===== src/rtl/instr_sequencer.sv =====
// Multi-cycle fetch/decode/exec/mem/writeback sequencer for the 16-bit datapath, including immediate extension.
// Optional retired-instruction counter on instr_count is enabled by defining SEQ_PERF_CNT_EN.
module instr_sequencer #(
  parameter int DATA_W      = 16,
  parameter int TIMEOUT_CYC = 15
) (
  input  logic              clk,
  input  logic              reset,
  input  logic [DATA_W-1:0] mem_rdata,
  input  logic              mem_ready,
  output logic              mem_req,
  output logic              mem_we,
  output logic              addr_sel,
  output logic [DATA_W-1:0] ir,
  output logic [3:0]        rdest,
  output logic [3:0]        rsrc,
  output logic [3:0]        alu_op,
  output logic              alu_src_imm,
  output logic [DATA_W-1:0] imm,
  output logic              alu_en,
  output logic              reg_we,
  output logic              wb_sel,
  output logic              pc_inc,
  output logic              illegal,
  output logic              bus_err,
  output logic [2:0]        state,
  output logic [15:0]       instr_count
);

  // state  | meaning
  // FETCH  | read instruction at PC into ir
  // DECODE | classify opcode, latch extended immediate
  // EXEC   | ALU capture; route to MEM, WB, or retire (CMPI)
  // MEM    | data access at register[rsrc]
  // WB     | register write, retire
  typedef enum logic [2:0] {
    ST_FETCH  = 3'd0,
    ST_DECODE = 3'd1,
    ST_EXEC   = 3'd2,
    ST_MEM    = 3'd3,
    ST_WB     = 3'd4
  } state_t;

  localparam logic [7:0] TO_LIM = 8'(TIMEOUT_CYC);

  state_t            state_q, state_d;
  logic [DATA_W-1:0] ir_q, ir_d;
  logic [DATA_W-1:0] imm_q, imm_d;
  logic [7:0]        tcnt_q, tcnt_d;

  logic [3:0]        opcode;
  logic [3:0]        ext;
  logic              is_rtype, is_sign, is_zero, is_upper;
  logic              is_load, is_stor, is_cmpi, is_imm_form, is_legal;
  logic              in_access, expired;
  logic [DATA_W-1:0] ext_imm;

  assign opcode      = ir_q[15:12];
  assign ext         = ir_q[7:4];

  assign is_rtype    = (opcode == 4'h0);
  assign is_sign     = (opcode == 4'h5) || (opcode == 4'h9) || (opcode == 4'hB);
  assign is_zero     = (opcode == 4'h1) || (opcode == 4'h2) || (opcode == 4'h3) || (opcode == 4'hD);
  assign is_upper    = (opcode == 4'hF);
  assign is_load     = (opcode == 4'h4) && (ext == 4'h0);
  assign is_stor     = (opcode == 4'h4) && (ext == 4'h4);
  assign is_cmpi     = (opcode == 4'hB);
  assign is_imm_form = is_sign || is_zero || is_upper;
  assign is_legal    = is_rtype || is_imm_form || is_load || is_stor;

  always_comb begin
    ext_imm = '0;
    if (is_sign) begin
      ext_imm = {{8{ir_q[7]}}, ir_q[7:0]};
    end else if (is_zero) begin
      ext_imm = {8'h00, ir_q[7:0]};
    end else if (is_upper) begin
      ext_imm = {ir_q[7:0], 8'h00};
    end
  end

  // The expiry cycle itself no longer requests; a late mem_ready there still completes.
  assign in_access = (state_q == ST_FETCH) || (state_q == ST_MEM);
  assign expired   = in_access && (tcnt_q == TO_LIM);

  always_comb begin
    state_d     = state_q;
    ir_d        = ir_q;
    imm_d       = imm_q;
    tcnt_d      = tcnt_q;
    mem_req     = 1'b0;
    mem_we      = 1'b0;
    addr_sel    = 1'b0;
    alu_src_imm = 1'b0;
    alu_en      = 1'b0;
    reg_we      = 1'b0;
    wb_sel      = 1'b0;
    pc_inc      = 1'b0;
    illegal     = 1'b0;
    bus_err     = 1'b0;

    if (reset) begin
      state_d = ST_FETCH;
      ir_d    = '0;
      imm_d   = '0;
      tcnt_d  = '0;
    end else begin
      case (state_q)
        ST_FETCH: begin
          mem_req = !expired;
          if (mem_ready) begin
            ir_d    = mem_rdata;
            state_d = ST_DECODE;
          end else if (expired) begin
            bus_err = 1'b1;
            state_d = ST_FETCH;
          end
        end
        ST_DECODE: begin
          if (is_legal) begin
            imm_d   = ext_imm;
            state_d = ST_EXEC;
          end else begin
            imm_d   = '0;
            illegal = 1'b1;
            pc_inc  = 1'b1;
            state_d = ST_FETCH;
          end
        end
        ST_EXEC: begin
          alu_en      = 1'b1;
          alu_src_imm = is_imm_form;
          if (is_load || is_stor) begin
            state_d = ST_MEM;
          end else if (is_cmpi) begin
            pc_inc  = 1'b1;
            state_d = ST_FETCH;
          end else begin
            state_d = ST_WB;
          end
        end
        ST_MEM: begin
          mem_req  = !expired;
          mem_we   = is_stor && !expired;
          addr_sel = 1'b1;
          if (mem_ready) begin
            if (is_stor) begin
              pc_inc  = 1'b1;
              state_d = ST_FETCH;
            end else begin
              state_d = ST_WB;
            end
          end else if (expired) begin
            bus_err = 1'b1;
            state_d = ST_FETCH;
          end
        end
        ST_WB: begin
          reg_we  = 1'b1;
          wb_sel  = is_load;
          pc_inc  = 1'b1;
          state_d = ST_FETCH;
        end
        default: begin
          state_d = ST_FETCH;
        end
      endcase

      // FETCH->FETCH on expiry is not a state change, so expiry clears explicitly.
      if ((state_d != state_q) || mem_ready || expired) begin
        tcnt_d = '0;
      end else if (mem_req) begin
        tcnt_d = tcnt_q + 8'd1;
      end
    end
  end

  always_ff @(posedge clk) begin
    state_q <= state_d;
    ir_q    <= ir_d;
    imm_q   <= imm_d;
    tcnt_q  <= tcnt_d;
  end

  assign state  = state_q;
  assign ir     = ir_q;
  assign imm    = imm_q;
  assign rdest  = ir_q[11:8];
  assign rsrc   = ir_q[3:0];
  assign alu_op = is_rtype ? ir_q[7:4] : opcode;

`ifdef SEQ_PERF_CNT_EN
  logic [15:0] cnt_q, cnt_d;

  always_comb begin
    cnt_d = cnt_q;
    if (reset) begin
      cnt_d = '0;
    end else if (pc_inc) begin
      cnt_d = cnt_q + 16'd1;
    end
  end

  always_ff @(posedge clk) begin
    cnt_q <= cnt_d;
  end

  assign instr_count = cnt_q;
`else
  assign instr_count = '0;
`endif

endmodule


===== config.mk =====
export PLATFORM = sky130hd
export DESIGN_NAME = instr_sequencer
export DESIGN_NICKNAME = d
export VERILOG_FILES = /design/src/rtl/instr_sequencer.sv
export SDC_FILE = /design/constraint.sdc
export NUM_CORES = 1
export LEC_CHECK = 0
export ABC_AREA = 1
export BUFFER_PORTS_ARGS = -buffer_cell sky130_fd_sc_hd__buf_4
export CORE_ASPECT_RATIO = 1.4
export CORE_MARGIN = 2
export CORE_UTILIZATION = 40
export CTS_CLUSTER_SIZE = 8
export DETAILED_ROUTE_END_ITERATION = 10
export PLACE_DENSITY_LB_ADDON = 0.15
export SLEW_MARGIN = 0
export SYNTH_ARGS = -nofsm -noshare
export SYNTH_HDL_FRONTEND = slang
export SYNTH_SLANG_ARGS = --single-unit

===== constraint.sdc =====
create_clock -name clk -period 1.6 [get_ports clk]
set_input_delay 0.16 -clock clk [delete_from_list [all_inputs] [get_ports clk]]
set_output_delay 0.16 -clock clk [all_outputs]
set_load 0.005 [all_outputs]

==> metrics.txt <==
# TYPE chip_impl_metric gauge
chip_impl_info{name="critPathMostFrequentCell",value="sky130_fd_sc_hd__nand2_2"} 1
chip_impl_metric{name="globalRoute.totalOverflow",unit=""} 0
chip_impl_metric{name="std_cell_rows",unit=""} 32
chip_impl_metric{name="final_report_max_slew_violation_count",unit=""} 0
chip_impl_metric{name="setup-tns-final",unit="ns"} -0.1990
chip_impl_metric{name="finalWorstSetupSlack",unit="ns"} -0.07595
chip_impl_metric{name="clock_latency",unit="ns"} 0.30
chip_impl_metric{name="worst_ep_required_time",unit="ns"} 1.44
chip_impl_metric{name="fp.coreArea",unit="µm²"} 5485
chip_impl_info{name="final_cell_mix",value="sky130_fd_sc_hd__buf_4, sky130_fd_sc_hd__nand2_1, sky130_fd_sc_hd__a21oi_1, sky130_fd_sc_hd__dfxtp_1, sky130_fd_sc_hd__inv_1"} 1
chip_impl_metric{name="grt_start_max_net_pins",unit=""} 33
chip_impl_info{name="violations",value="negative setup slack"} 1
chip_impl_metric{name="wl_per_cell",unit="µm"} 13.55
chip_impl_metric{name="grt_first_pass_wirelength",unit="µm"} 9811
chip_impl_metric{name="portBuffers",unit=""} 75
chip_impl_metric{name="cpPeakStageDelay",unit="ns"} 0.37
chip_impl_metric{name="crit_arrival",unit="ns"} 1.52
chip_impl_metric{name="power.density",unit="nW/µm²"} 842.3
chip_impl_metric{name="timing.fmax",unit="MHz"} 596.7
chip_impl_metric{name="cts.path.max_buffers",unit=""} 2
chip_impl_info{name="worst_hold_startpoint",value="mem_rdata[1]"} 1
chip_impl_metric{name="post_synth_instance_area",unit="µm²"} 2268
chip_impl_metric{name="final_min_period",unit="ns"} 1.676
chip_impl_metric{name="hold_path_depth",unit=""} 3
chip_impl_metric{name="ctsHtreeMaxLevel",unit=""} 2
chip_impl_metric{name="max_cap_violations",unit=""} 0
chip_impl_metric{name="route.final.wire_length",unit="µm"} 6516
chip_impl_metric{name="path_clk_slew",unit="ns"} 0.09
chip_impl_metric{name="timing.final.setup_violations",unit=""} 7
chip_impl_metric{name="grt_use_met3",unit=""} 0.03730
chip_impl_metric{name="floorplan.die.width",unit="µm"} 67.65
chip_impl_metric{name="number_of_clock_buffers_inserted_by_tritoncts",unit=""} 5
chip_impl_metric{name="synthesized_netlist_cell_count",unit=""} 322
chip_impl_metric{name="ports",unit=""} 92
chip_impl_metric{name="die_area",unit="µm²"} 6298
chip_impl_info{name="root_buffer",value="sky130_fd_sc_hd__clkbuf_8"} 1
chip_impl_info{name="tritoncts",value="yes"} 1
chip_impl_info{name="commonest_non_fill_non_tap_cell_in_the_layout",value="sky130_fd_sc_hd__buf_4"} 1
chip_impl_metric{name="num-nets-final",unit=""} 432
chip_impl_metric{name="worst_clock_skew",unit="ns"} 0.01106
chip_impl_metric{name="place_ws",unit="ns"} 0.06407
chip_impl_metric{name="post_route_cells_drive_above_1_share",unit=""} 0.4576
chip_impl_info{name="start_of_the_worst_register_to_register_path",value="ir[6]"} 1
chip_impl_info{name="cp_top_family",value="simple AND/OR/NAND/NOR gates"} 1
chip_impl_metric{name="post_cts_hold_buffer_count",unit=""} 0
chip_impl_metric{name="timing.reg2reg.setup_slack",unit="ns"} 0.08
chip_impl_metric{name="r2r.worst_path.cells",unit=""} 11
chip_impl_metric{name="static-leakage-power",unit="nW"} 1.490
chip_impl_metric{name="drt-vias-per-instance",unit=""} 4.921
chip_impl_metric{name="number_of_antenna_violations_at_the_first_check_in_global_routing",unit=""} 0
chip_impl_info{name="crit_path_start_kind",value="flip-flop"} 1
chip_impl_metric{name="seq_area_frac_synth",unit=""} 0.3795
chip_impl_metric{name="dp.final_hpwl",unit="µm"} 4513
chip_impl_info{name="cpMaxStageDelayCell",value="sky130_fd_sc_hd__dfxtp_4"} 1
chip_impl_metric{name="grt_usage",unit=""} 0.2053
chip_impl_metric{name="cp_max_fo",unit=""} 4
chip_impl_info{name="path_cells",value="inv_4 > nand2_1 > nor2_2 > nand2_2 > nand2_2 > nor2_2 > nand2_2 > nand3_2 > nand2_2 > inv_2 > buf_6"} 1
chip_impl_info{name="status",value="finished, violations left"} 1
chip_impl_metric{name="syn_to_final_growth",unit="%"} 47.16
chip_impl_metric{name="grt_util_met1",unit=""} 0.2257
chip_impl_metric{name="count_of_final_hold_check_violations",unit=""} 0
chip_impl_info{name="hp-class",value="in -> reg"} 1
chip_impl_info{name="worstSetupEndpointType",value="output port"} 1
chip_impl_metric{name="ant_nets",unit=""} 0
chip_impl_metric{name="grt_pass1_vias",unit=""} 2118
chip_impl_metric{name="num_vias",unit=""} 2367
chip_impl_metric{name="grt_util_met2",unit=""} 0.3701
chip_impl_metric{name="initial_utilization",unit=""} 0.4135
chip_impl_metric{name="yosys_warnings",unit=""} 0
chip_impl_metric{name="placement.cell_area",unit="µm²"} 2815
chip_impl_info{name="grt_busiest_layer",value="met2"} 1
chip_impl_metric{name="postSynthRegisterBits",unit=""} 43
chip_impl_metric{name="per_instance_average_area_after_synthesis",unit="µm²"} 7.045
chip_impl_metric{name="dp.cells",unit=""} 455
chip_impl_metric{name="detail_route.iter0.violations",unit=""} 99
chip_impl_metric{name="post_layout_nonfiller_instances",unit=""} 481
chip_impl_info{name="crit-reg2reg-capture",value="tcnt_q[5]"} 1
chip_impl_metric{name="layout_worst_path_cycle_share",unit=""} 1.047
chip_impl_metric{name="finalWeightedCongestion",unit=""} 0.9158
chip_impl_metric{name="stages_on_worst_setup_path",unit=""} 11
chip_impl_metric{name="dr.pass1.iters",unit=""} 4
chip_impl_info{name="holdPathEnd",value="ir[1]"} 1
chip_impl_metric{name="ys_types",unit=""} 28
chip_impl_metric{name="drc",unit=""} 0
chip_impl_info{name="rsz0062_at_grt",value="true"} 1
chip_impl_metric{name="critical_path.n_buffers_inverters",unit=""} 3
chip_impl_info{name="crit_type",value="reg -> out"} 1
chip_impl_metric{name="insertedDiodeCount",unit=""} 0
chip_impl_metric{name="fin_area",unit="µm²"} 3338
chip_impl_metric{name="die_height",unit="µm"} 93.11
chip_impl_metric{name="irDropWorstVdd",unit="mV"} 0.6213
chip_impl_metric{name="cts_num_sinks",unit=""} 43
cell families after synthesis:
family | after synthesis | synth area share
other | 1 | 0.001653
xor gates and xnor gates | 6 | 0.02317
and+or+nand+nor | 123 | 0.2592
adders and majority gates | 1 | 0.005515
buffers and inverters | 72 | 0.1605
AOI/OAI and AO/OA | 76 | 0.1704
DFF | 43 | 0.3795
worst register-to-register path: stages, from the launching register on:
cell and delay, ns:
sky130_fd_sc_hd__dfxtp_4 0.37, sky130_fd_sc_hd__inv_4 0.07, sky130_fd_sc_hd__nand2_1 0.07, sky130_fd_sc_hd__nor2_2 0.15, sky130_fd_sc_hd__nand2_2 0.09, sky130_fd_sc_hd__nand2_2 0.08, sky130_fd_sc_hd__buf_4 0.12, sky130_fd_sc_hd__nand2_2 0.06
sky130_fd_sc_hd__nand3_1 0.09, sky130_fd_sc_hd__nand2_1 0.10, sky130_fd_sc_hd__nand2_4 0.16, sky130_fd_sc_hd__nor3_2 0.05
metal layers:
layer | wire length [µm] | share of wire | up-vias
li1 | - | - | 1190
met1 | 2441 | 0.37 | 1088
met2 | 3596 | 0.55 | 72
met3 | 306 | 0.047 | 17
met4 | 171 | 0.026 | 0
met5 | 0 | 0 | -
cell usage after synthesis:
cell,instances,share of area
sky130_fd_sc_hd__a21oi_1,34,0.075
sky130_fd_sc_hd__clkbuf_1,5,0.0083
sky130_fd_sc_hd__o21ai_0,20,0.044
sky130_fd_sc_hd__xnor2_1,3,0.012
sky130_fd_sc_hd__nand2_2,5,0.014
sky130_fd_sc_hd__nor3_2,10,0.044
sky130_fd_sc_hd__a21boi_0,1,0.0033
sky130_fd_sc_hd__nand3_2,1,0.0044
sky130_fd_sc_hd__inv_2,11,0.018
sky130_fd_sc_hd__nand3_1,15,0.033
sky130_fd_sc_hd__buf_4,24,0.079
sky130_fd_sc_hd__buf_1,1,0.0017
sky130_fd_sc_hd__nand4_1,3,0.0083
sky130_fd_sc_hd__nor2_2,1,0.0028
sky130_fd_sc_hd__nor2_4,1,0.0050
sky130_fd_sc_hd__nor3_1,3,0.0066
sky130_fd_sc_hd__inv_1,28,0.046
sky130_fd_sc_hd__a31oi_1,1,0.0028
sky130_fd_sc_hd__ha_1,1,0.0055
sky130_fd_sc_hd__dfxtp_1,43,0.38
sky130_fd_sc_hd__o21ai_1,19,0.042
sky130_fd_sc_hd__nor2_1,19,0.031
sky130_fd_sc_hd__xor2_1,3,0.012
sky130_fd_sc_hd__buf_2,3,0.0066
sky130_fd_sc_hd__nand2_1,63,0.10
sky130_fd_sc_hd__conb_1,1,0.0017
sky130_fd_sc_hd__a22oi_1,1,0.0033
sky130_fd_sc_hd__nor4_1,2,0.0055
power by group:
part / leakage, nW / switching (mW) / internal (mW)
Clock: 0.0581 / 0.387 / 0.465
Combinational: 1.07 / 0.403 / 0.341
Sequential: 0.360 / 0.0749 / 1.14
what timing repair did:
item,CTS,global route
endpoints found under the setup margin,6,19
setup buffers,10,8
pin swaps,10,15
resized for setup,34,52
registers in the layout (all words and copies together) (netlist names):
register  cells
imm          16
ir           16
tcnt_q        8
state         3
worst max path at each step:
| stage | startpoint | slack, ns | to |
|---|---|---|---|
| 5_1_grt | state[1] | -0.14 | pc_inc |
| 4_1_cts | ir[13] | -0.11 | pc_inc |
| 2_1_floorplan | tcnt_q[0] | 0.22 | tcnt_q[0] |
| 6_report | ir[6] | -0.08 | pc_inc |
| 3_5_place_dp | state[1] | 0.06 | tcnt_q[4] |
| 3_3_place_gp | state[1] | 0.06 | tcnt_q[3] |
stage by stage:
| stage | util | power, mW | hold WS [ns] |
|---|---|---|---|
| floorplan | - | 1.577 | 0.3255 |
| global placement | 0.5132 | 1.808 | 0.4223 |
| detailed placement | 0.5132 | 1.817 | 0.4341 |
| CTS | 0.5634 | 2.747 | 0.1103 |
| global route | 0.6086 | 2.947 | 0.1318 |
| finish | 0.6086 | 2.812 | 0.1195 |
area by class of cell:
type	instances	area (µm²)
Multi-Input combinational cell	222	1311
Sequential cell	43	895.9
Fill cell	514	2147
Inverter	39	158.9
Tap cell	68	85.08
Clock inverter	3	43.79
Timing Repair Buffer	101	774.5
Clock buffer	5	68.82
No activity file was read; power rests on OpenSTA's default activity.
